$ cat src/rtl/mc_ctrl.sv
// Multi-cycle MIPS control unit: sequences fetch/decode/execute/memory/write-back
// over a shared datapath and decodes per-state enables and mux selects.
module mc_ctrl #(
    parameter int NOP_FAST = 1
) (
    input  logic       clk,
    input  logic       reset,
    input  logic [5:0] op,
    input  logic [5:0] funct,
    input  logic       zero,
    output logic       pc_we,
    output logic       ir_we,
    output logic       reg_we,
    output logic       mem_we,
    output logic       alu_src_b,
    output logic [1:0] alu_op,
    output logic       ext_op,
    output logic [1:0] reg_dst,
    output logic [1:0] mem_to_reg,
    output logic [1:0] npc_sel,
    output logic       retire,
    output logic [3:0] state
);

    typedef enum logic [3:0] {
        S_FETCH   = 4'd0,
        S_DECODE  = 4'd1,
        S_EXE_R   = 4'd2,
        S_WB_R    = 4'd3,
        S_EXE_I   = 4'd4,
        S_WB_I    = 4'd5,
        S_MEM_ADR = 4'd6,
        S_MEM_RD  = 4'd7,
        S_WB_MEM  = 4'd8,
        S_MEM_WR  = 4'd9,
        S_BRANCH  = 4'd10,
        S_JUMP    = 4'd11
    } state_t;

    localparam logic [1:0] ALU_ADD = 2'd0;
    localparam logic [1:0] ALU_SUB = 2'd1;
    localparam logic [1:0] ALU_OR  = 2'd2;
    localparam logic [1:0] ALU_LUI = 2'd3;

    state_t state_q, state_d;

    logic is_rtype, is_addu, is_subu, is_jr;
    logic is_ori, is_lui, is_lw, is_sw, is_beq, is_j, is_jal;

    assign is_rtype = (op == 6'h00);
    assign is_addu  = is_rtype && (funct == 6'h21);
    assign is_subu  = is_rtype && (funct == 6'h23);
    assign is_jr    = is_rtype && (funct == 6'h08);
    assign is_ori   = (op == 6'h0D);
    assign is_lui   = (op == 6'h0F);
    assign is_lw    = (op == 6'h23);
    assign is_sw    = (op == 6'h2B);
    assign is_beq   = (op == 6'h04);
    assign is_j     = (op == 6'h02);
    assign is_jal   = (op == 6'h03);

    logic       pc_we_c, ir_we_c, reg_we_c, mem_we_c, retire_c;

    always_ff @(posedge clk or posedge reset) begin
        if (reset) begin
            state_q <= S_FETCH;
        end else begin
            state_q <= state_d;
        end
    end

    always_comb begin
        state_d    = S_FETCH;
        pc_we_c    = 1'b0;
        ir_we_c    = 1'b0;
        reg_we_c   = 1'b0;
        mem_we_c   = 1'b0;
        retire_c   = 1'b0;
        alu_src_b  = 1'b0;
        alu_op     = ALU_ADD;
        ext_op     = 1'b0;
        reg_dst    = 2'd0;
        mem_to_reg = 2'd0;
        npc_sel    = 2'd0;

        case (state_q)
            S_FETCH: begin
                ir_we_c = 1'b1;
                pc_we_c = 1'b1;
                state_d = S_DECODE;
            end
            S_DECODE: begin
                if (is_addu || is_subu) begin
                    state_d = S_EXE_R;
                end else if (is_jr || is_j || is_jal) begin
                    state_d = S_JUMP;
                end else if (is_ori || is_lui) begin
                    state_d = S_EXE_I;
                end else if (is_lw || is_sw) begin
                    state_d = S_MEM_ADR;
                end else if (is_beq) begin
                    state_d = S_BRANCH;
                end else if (NOP_FAST != 0) begin
                    retire_c = 1'b1;
                    state_d  = S_FETCH;
                end else begin
                    state_d = S_EXE_R;
                end
            end
            S_EXE_R: begin
                alu_op  = is_subu ? ALU_SUB : ALU_ADD;
                state_d = S_WB_R;
            end
            S_WB_R: begin
                // Undecoded words reach here when NOP_FAST=0; they retire without writing.
                reg_we_c = is_addu || is_subu;
                reg_dst  = 2'd1;
                alu_op   = is_subu ? ALU_SUB : ALU_ADD;
                retire_c = 1'b1;
                state_d  = S_FETCH;
            end
            S_EXE_I: begin
                alu_src_b = 1'b1;
                alu_op    = is_lui ? ALU_LUI : ALU_OR;
                state_d   = S_WB_I;
            end
            S_WB_I: begin
                reg_we_c = 1'b1;
                retire_c = 1'b1;
                state_d  = S_FETCH;
            end
            S_MEM_ADR: begin
                alu_src_b = 1'b1;
                ext_op    = 1'b1;
                state_d   = is_sw ? S_MEM_WR : S_MEM_RD;
            end
            S_MEM_RD: begin
                alu_src_b = 1'b1;
                ext_op    = 1'b1;
                state_d   = S_WB_MEM;
            end
            S_WB_MEM: begin
                reg_we_c   = 1'b1;
                mem_to_reg = 2'd1;
                retire_c   = 1'b1;
                state_d    = S_FETCH;
            end
            S_MEM_WR: begin
                mem_we_c  = 1'b1;
                alu_src_b = 1'b1;
                ext_op    = 1'b1;
                retire_c  = 1'b1;
                state_d   = S_FETCH;
            end
            S_BRANCH: begin
                alu_op   = ALU_SUB;
                npc_sel  = 2'd1;
                pc_we_c  = zero;
                retire_c = 1'b1;
                state_d  = S_FETCH;
            end
            S_JUMP: begin
                pc_we_c  = 1'b1;
                npc_sel  = is_jr ? 2'd3 : 2'd2;
                retire_c = 1'b1;
                if (is_jal) begin
                    reg_we_c   = 1'b1;
                    reg_dst    = 2'd2;
                    mem_to_reg = 2'd2;
                end
                state_d = S_FETCH;
            end
            default: state_d = S_FETCH;
        endcase
    end

    // Reset is asynchronous, so enables are gated directly to block writes while it is held.
    assign pc_we  = pc_we_c  & ~reset;
    assign ir_we  = ir_we_c  & ~reset;
    assign reg_we = reg_we_c & ~reset;
    assign mem_we = mem_we_c & ~reset;
    assign retire = retire_c & ~reset;
    assign state  = state_q;

endmodule

$ cat config.mk
export PLATFORM = sky130hd
export DESIGN_NAME = mc_ctrl
export DESIGN_NICKNAME = d
export VERILOG_FILES = /design/src/rtl/mc_ctrl.sv
export SDC_FILE = /design/constraint.sdc
export NUM_CORES = 1
export LEC_CHECK = 0
export ABC_AREA = 1
export CAP_MARGIN = 20
export CELL_PAD_IN_SITES_DETAIL_PLACEMENT = 1
export CELL_PAD_IN_SITES_GLOBAL_PLACEMENT = 2
export CORE_MARGIN = 2
export CORE_UTILIZATION = 17
export CTS_BUF_LIST = sky130_fd_sc_hd__clkbuf_4 sky130_fd_sc_hd__clkbuf_8
export DETAILED_ROUTE_END_ITERATION = 8
export PLACE_DENSITY_LB_ADDON = 0.1
export SYNTH_ARGS = -nofsm -noshare
export SYNTH_HDL_FRONTEND = slang
export SYNTH_SLANG_ARGS = --single-unit
$ cat constraint.sdc
create_clock -name clk -period 1.4 [get_ports clk]
set_input_delay 0.28 -clock clk [delete_from_list [all_inputs] [get_ports clk]]
set_output_delay 0.28 -clock clk [all_outputs]
set_load 0.1 [all_outputs]
After elaboration in Yosys (flattened, before gate mapping)
Index checks and enable logic that the tools add are counted.
{"block": "word_totals", "inputBits": 15, "ff_bits": 4, "wordCells": 72, "output_inout_bits": 19}
{"block": "classes", "n_mux": 28, "reduce_logical": 16, "n_eq_ne": 21, "bitwise": 6}
{"op": "6-bit == test (second input constant)", "n": 4}
{"op": "4-bit two-way mux", "n": 6}
{"op": "4-bit case mux with 6 select lines", "n": 1}
{"op": "6-bit by 4-bit == test with 1-bit output (second input constant)", "n": 3}
{"op": "4-bit by 3-bit == test with 1-bit output (second input constant)", "n": 4}
{"op": "4-bit == test (second input constant)", "n": 4}
{"op": "1-bit two-way mux", "n": 13}
{"op": "6-bit by 2-bit == test with 1-bit output (second input constant)", "n": 2}
{"op": "2-bit case mux with 2 select lines", "n": 3}
{"op": "4-bit by 2-bit == test with 1-bit output (second input constant)", "n": 2}
{"op": "6-bit by 3-bit == test with 1-bit output (second input constant)", "n": 1}
{"op": "6-bit logical NOT", "n": 1}
{"op": "2-bit case mux with 3 select lines", "n": 1}
{"op": "2-bit OR reduction", "n": 3}
{"op": "6-bit OR reduction", "n": 1}
{"op": "1-bit AND", "n": 5}
{"op": "1-bit logical OR", "n": 5}
{"op": "4-bit by 1-bit == test with 1-bit output (second input constant)", "n": 1}
{"op": "4-bit logical NOT", "n": 1}
{"op": "1-bit case mux with 2 select lines", "n": 2}
{"op": "4-bit OR reduction", "n": 1}
{"op": "1-bit logical AND", "n": 3}
{"op": "1-bit case mux with 3 select lines", "n": 1}
{"op": "3-bit OR reduction", "n": 1}
{"op": "2 further kinds", "n": 2}

Depth between registers and ports, before layout
{"block": "depth", "depth_word": 8, "ltp_mapped": 8, "depth_no_buf": 8}

Least setup slack after synthesis
No wires, ideal clock.
{"block": "synth_path", "path_kind": "register to output", "start": "register state_q[1] (netlist: state[1])", "end": "output port reg_we", "arrival_time_ps": 4238, "path_buffers": 0, "t_required_ps": 1120, "stages_incl_launch_ff": 5, "setup_slack_ps": -3118, "cell_sequence": "dfrtp_1 -> nand2_1 -> nor2_1 -> nand3_1 -> a21oi_1"}
{"block": "synth_between", "elab_chain_len": 4, "word_cells_on_any_way": 7, "classes_between": "eq/ne (4); mux (1); bitwise (1); reduce/logical (1)"}
{"element": "start: declaration", "line_no": "45", "text": "state_t state_q, state_d;"}
{"element": "start signal: assignment", "line_no": "68", "text": "state_q <= state_d;"}
{"element": "4-bit == test / 4-bit by 3-bit == test with 1-bit output (equally long branches)", "line_no": "86", "text": "case (state_q)"}
{"element": "2-bit OR reduction (no source line)"}
{"element": "1-bit case mux with 3 select lines *", "line_no": "86"}
{"element": "1-bit AND *", "line_no": "180", "text": "assign reg_we = reg_we_c & ~reset;"}
{"element": "end: declaration", "line_no": "13", "text": "output logic reg_we,"}
Every way passes the cells marked *; elsewhere a longest branch is shown, timed or not.

Worst setup path after layout
{"block": "layout_path", "start": "register state_q[2] (netlist: state[2])", "end": "output port retire"}
{"block": "layout_between", "elab_chain_len": 4, "word_cells_on_any_way": 10, "classes_between": "eq/ne (7); mux (1); bitwise (1); reduce/logical (1)"}
{"element": "4-bit == test (tied with other cells)", "line_no": "86"}
{"element": "6-bit OR reduction (no source line)"}
{"element": "1-bit case mux with 2 select lines *", "line_no": "86"}
{"element": "1-bit AND *", "line_no": "182", "text": "assign retire = retire_c & ~reset;"}
{"element": "end: declaration", "line_no": "21", "text": "output logic retire,"}
Marked as above.

==> summary.md <==
| Metric | Value |
|---|---|
| CTS buffer count | `3` |
| Die Width | `62.00 um` |
| Reg clk slew, reported paths | `40 ps` |
| Initial Util | `17.41%` |
| Via Count | `1017` |
| Leak | `0.0008643 uW` |
| Layout cells sized above 1 | `68.75%` |
| Commonest cells after routing, fill and taps aside | `buf_4 (32), buf_12 (19), buf_6 (16)` |
| Synth Warn # | `0` |
| WL/cell | `about 14 um` |
| Leading post-synthesis cells by cell area | `nand2_1 (18%), dfrtp_1 (18%), inv_1 (14%), nor2_1 (14%), nand3_1 (11%)` |
| Layout net count | `209` |
| # setup viols final | `18` |
| Sequential share of the synthesized area | `~18%` |
| DRC | `0` |
| Worst Path Arrival | `1690 ps` |
| Setup WS post-layout | `-567.0 ps` |
| Tmin final | `1967 ps` |
| CP Capture Type | `output port` |
| DRT iter0 DRCs | `9` |
| Worst path slowest cell | `dfrtp_4` |
| Fmax | `about 510 MHz` |
| Pre-CTS setup slack | `-650.2 ps` |
| Commonest non-fill, non-tap cell in the layout | `buf_4` |
| Final slew viol count | `0` |
| Layout Skew | `2.039 ps` |
| CP Max Fanout | `3` |
| Final hold violation count | `0` |
| Largest net degree at the start of global routing | `6` |
| # fillers | `398` |
| Skew-Pair Late Insertion Delay | `230 ps` |
| Crit-path cells | `inv_4, nand2_4, nor2_4, nand2_1, nor2_2, nand3_2, a21oi_4, buf_12` |
| Die Height | `slightly above 60 um` |
| Ports | `34` |
| Count of cell types in the netlist | `18` |
| Data required, critical path | `about 1100 ps` |
| Clock tree buffer depth | `2` |
| Placed Cells | `229` |
| Max FFs per register | `4` |
| Post-synthesis register bit count | `4` |
| Hold Path Class | `input pin to async pin` |
| First-pass GRT wire length | `between 4 and 5 mm` |
| Area share of the largest cell type after synthesis | `between 10% and 20%` |
| Post-detail-place hpwl | `2.433 mm` |
| Slew margin rel. | `approximately 80%` |
| Max cap viols | `0` |
| Area used by multi-input combinational logic | `approximately 650 um2` |
| Site row count | `21` |
| CP peak stage delay | `500 ps` |
| Initial antenna violation count | `0` |
| Synth-to-Final Area Change | `228.4%` |
| Area leader, netlist | `nand2_1` |
| GP Congestion | `between 0.7 and 0.8` |
| Syn_nets | `124` |
| Clk sinks | `4` |
| Antenna-violating nets left | `0` |
| CP Launch Type | `flip-flop` |
| Outcome | `finished, violations left` |
| Mean post-synth cell area | `5.246 um2` |
| Register Area | `115.1 um2` |
| Number of port buffers | `33` |
| Period Utilization, post-route | `140.5%` |
| Number of global-route vias before repair | `around 1100` |
| Synth Cell Area | `571.8 um2` |
| Final Cell Area | `1878 um2` |
| H-tree Lvls | `1` |
| Worst Max-Slew Pin Slew | `274.6 ps` |
| R2r worst-path depth | `7` |
| Grt total ovfl | `0` |
| Placement Cell Area | `roughly 1600 um2` |
| Final cell count without fillers | `238` |
| Power per cell area | `1286 nW/um2` |
| Failing checks | `negative setup slack` |
| Max IR drop VDD | `approximately 0.0007 V` |
| Total iterations of the first detailed-routing run | `4` |
| ANT cells | `0` |
| Via density | `between 4 and 5` |
| Overall power | `2415 uW` |
| Root buffer cell | `clkbuf_4` |
| Setup TNS | `-6412 ps` |
| Drt total wl | `3.291 mm` |
| Overall global routing resource usage | `about 18%` |
| Critical path class | `flip-flop to output port` |
| # hold bufs at CTS | `0` |
| Area of the die | `3843 um2` |
| Mapped Cells | `109` |
| RSZ-0062 raised after global routing | `yes` |
| CTS tree | `done` |
| Core area | `3284 um2` |
power breakdown:
group / switching [uW] / total, uW / internal, uW
logic: 1170 / 2040 / 873
registers: 68.7 / 230 / 162
clock network: 45.0 / 141 / 95.8
total: 1280 / 2410 / 1130
cells in the mapped netlist, drive strengths merged:
cell	instances
o22ai	1
o21ai	3
dfrtp	4
nand4	1
a31oi	1
nor2	26
nand2	29
inv	22
nand3	12
a21o	1
buf	1
a21oi	5
nand3b	1
nor3	2
per-layer routing:
metal	vias up	part of all wire, %	track usage, %
li1	506	-	-
met1	479	38	20.82
met2	30	58	34.82
met3	2	3.3	1.656
met4	0	0.70	2.736
met5	-	0	0
path summary, 6_finish.rpt:
path / start / to / slack (ps)
max: state[2] / retire / -570
min: reset / state[1] / 530
max reg2reg: state[3] / state[3] / -90
min reg2reg: state[0] / state[0] / 610
max in group asynchronous: reset / state[0] / 710
min in group clk: state[0] / state[0] / 610
critical path: cells and delay by family (launching register included):
kind            cells  cell delay (ps)
flops               1              500
compound gates      1              190
buf+inv             2              280
simple gates        5              480
cells by family (layout without fill, tap and decap cells):
family                 after synthesis  count (layout)  share of synthesized area [%]
buffers and inverters               23             106                          15.76
AOI/OAI and AO/OA                   11              11                          10.72
DFF                                  4               4                          17.51
and+or+nand+nor                     71              71                          56.02
through the flow:
stage,utilization [%],hold slack [ps]
after floorplan,-,46.18
after global placement,49.45,556.7
after detailed placement,49.45,562.3
after CTS,54.36,525.4
after global routing,57.18,542.3
final,57.18,525.2
final cells by class:
type | instances | area share, %
Timing Repair Buffer | 81 | 49.30
Multi-Input combinational cell | 82 | 34.44
Sequential cell | 4 | 6.129
Inverter | 22 | 5.863
Tap cell | 46 | 3.065
Clock buffer | 3 | 1.199
what timing repair did:
action / CTS / global route
pin swaps: 20 / 11
buffers inserted: 4 / 5
gates resized for setup: 53 / 18
endpoints found under the setup margin: 18 / 19
No activity file was read; power rests on OpenSTA's default activity.
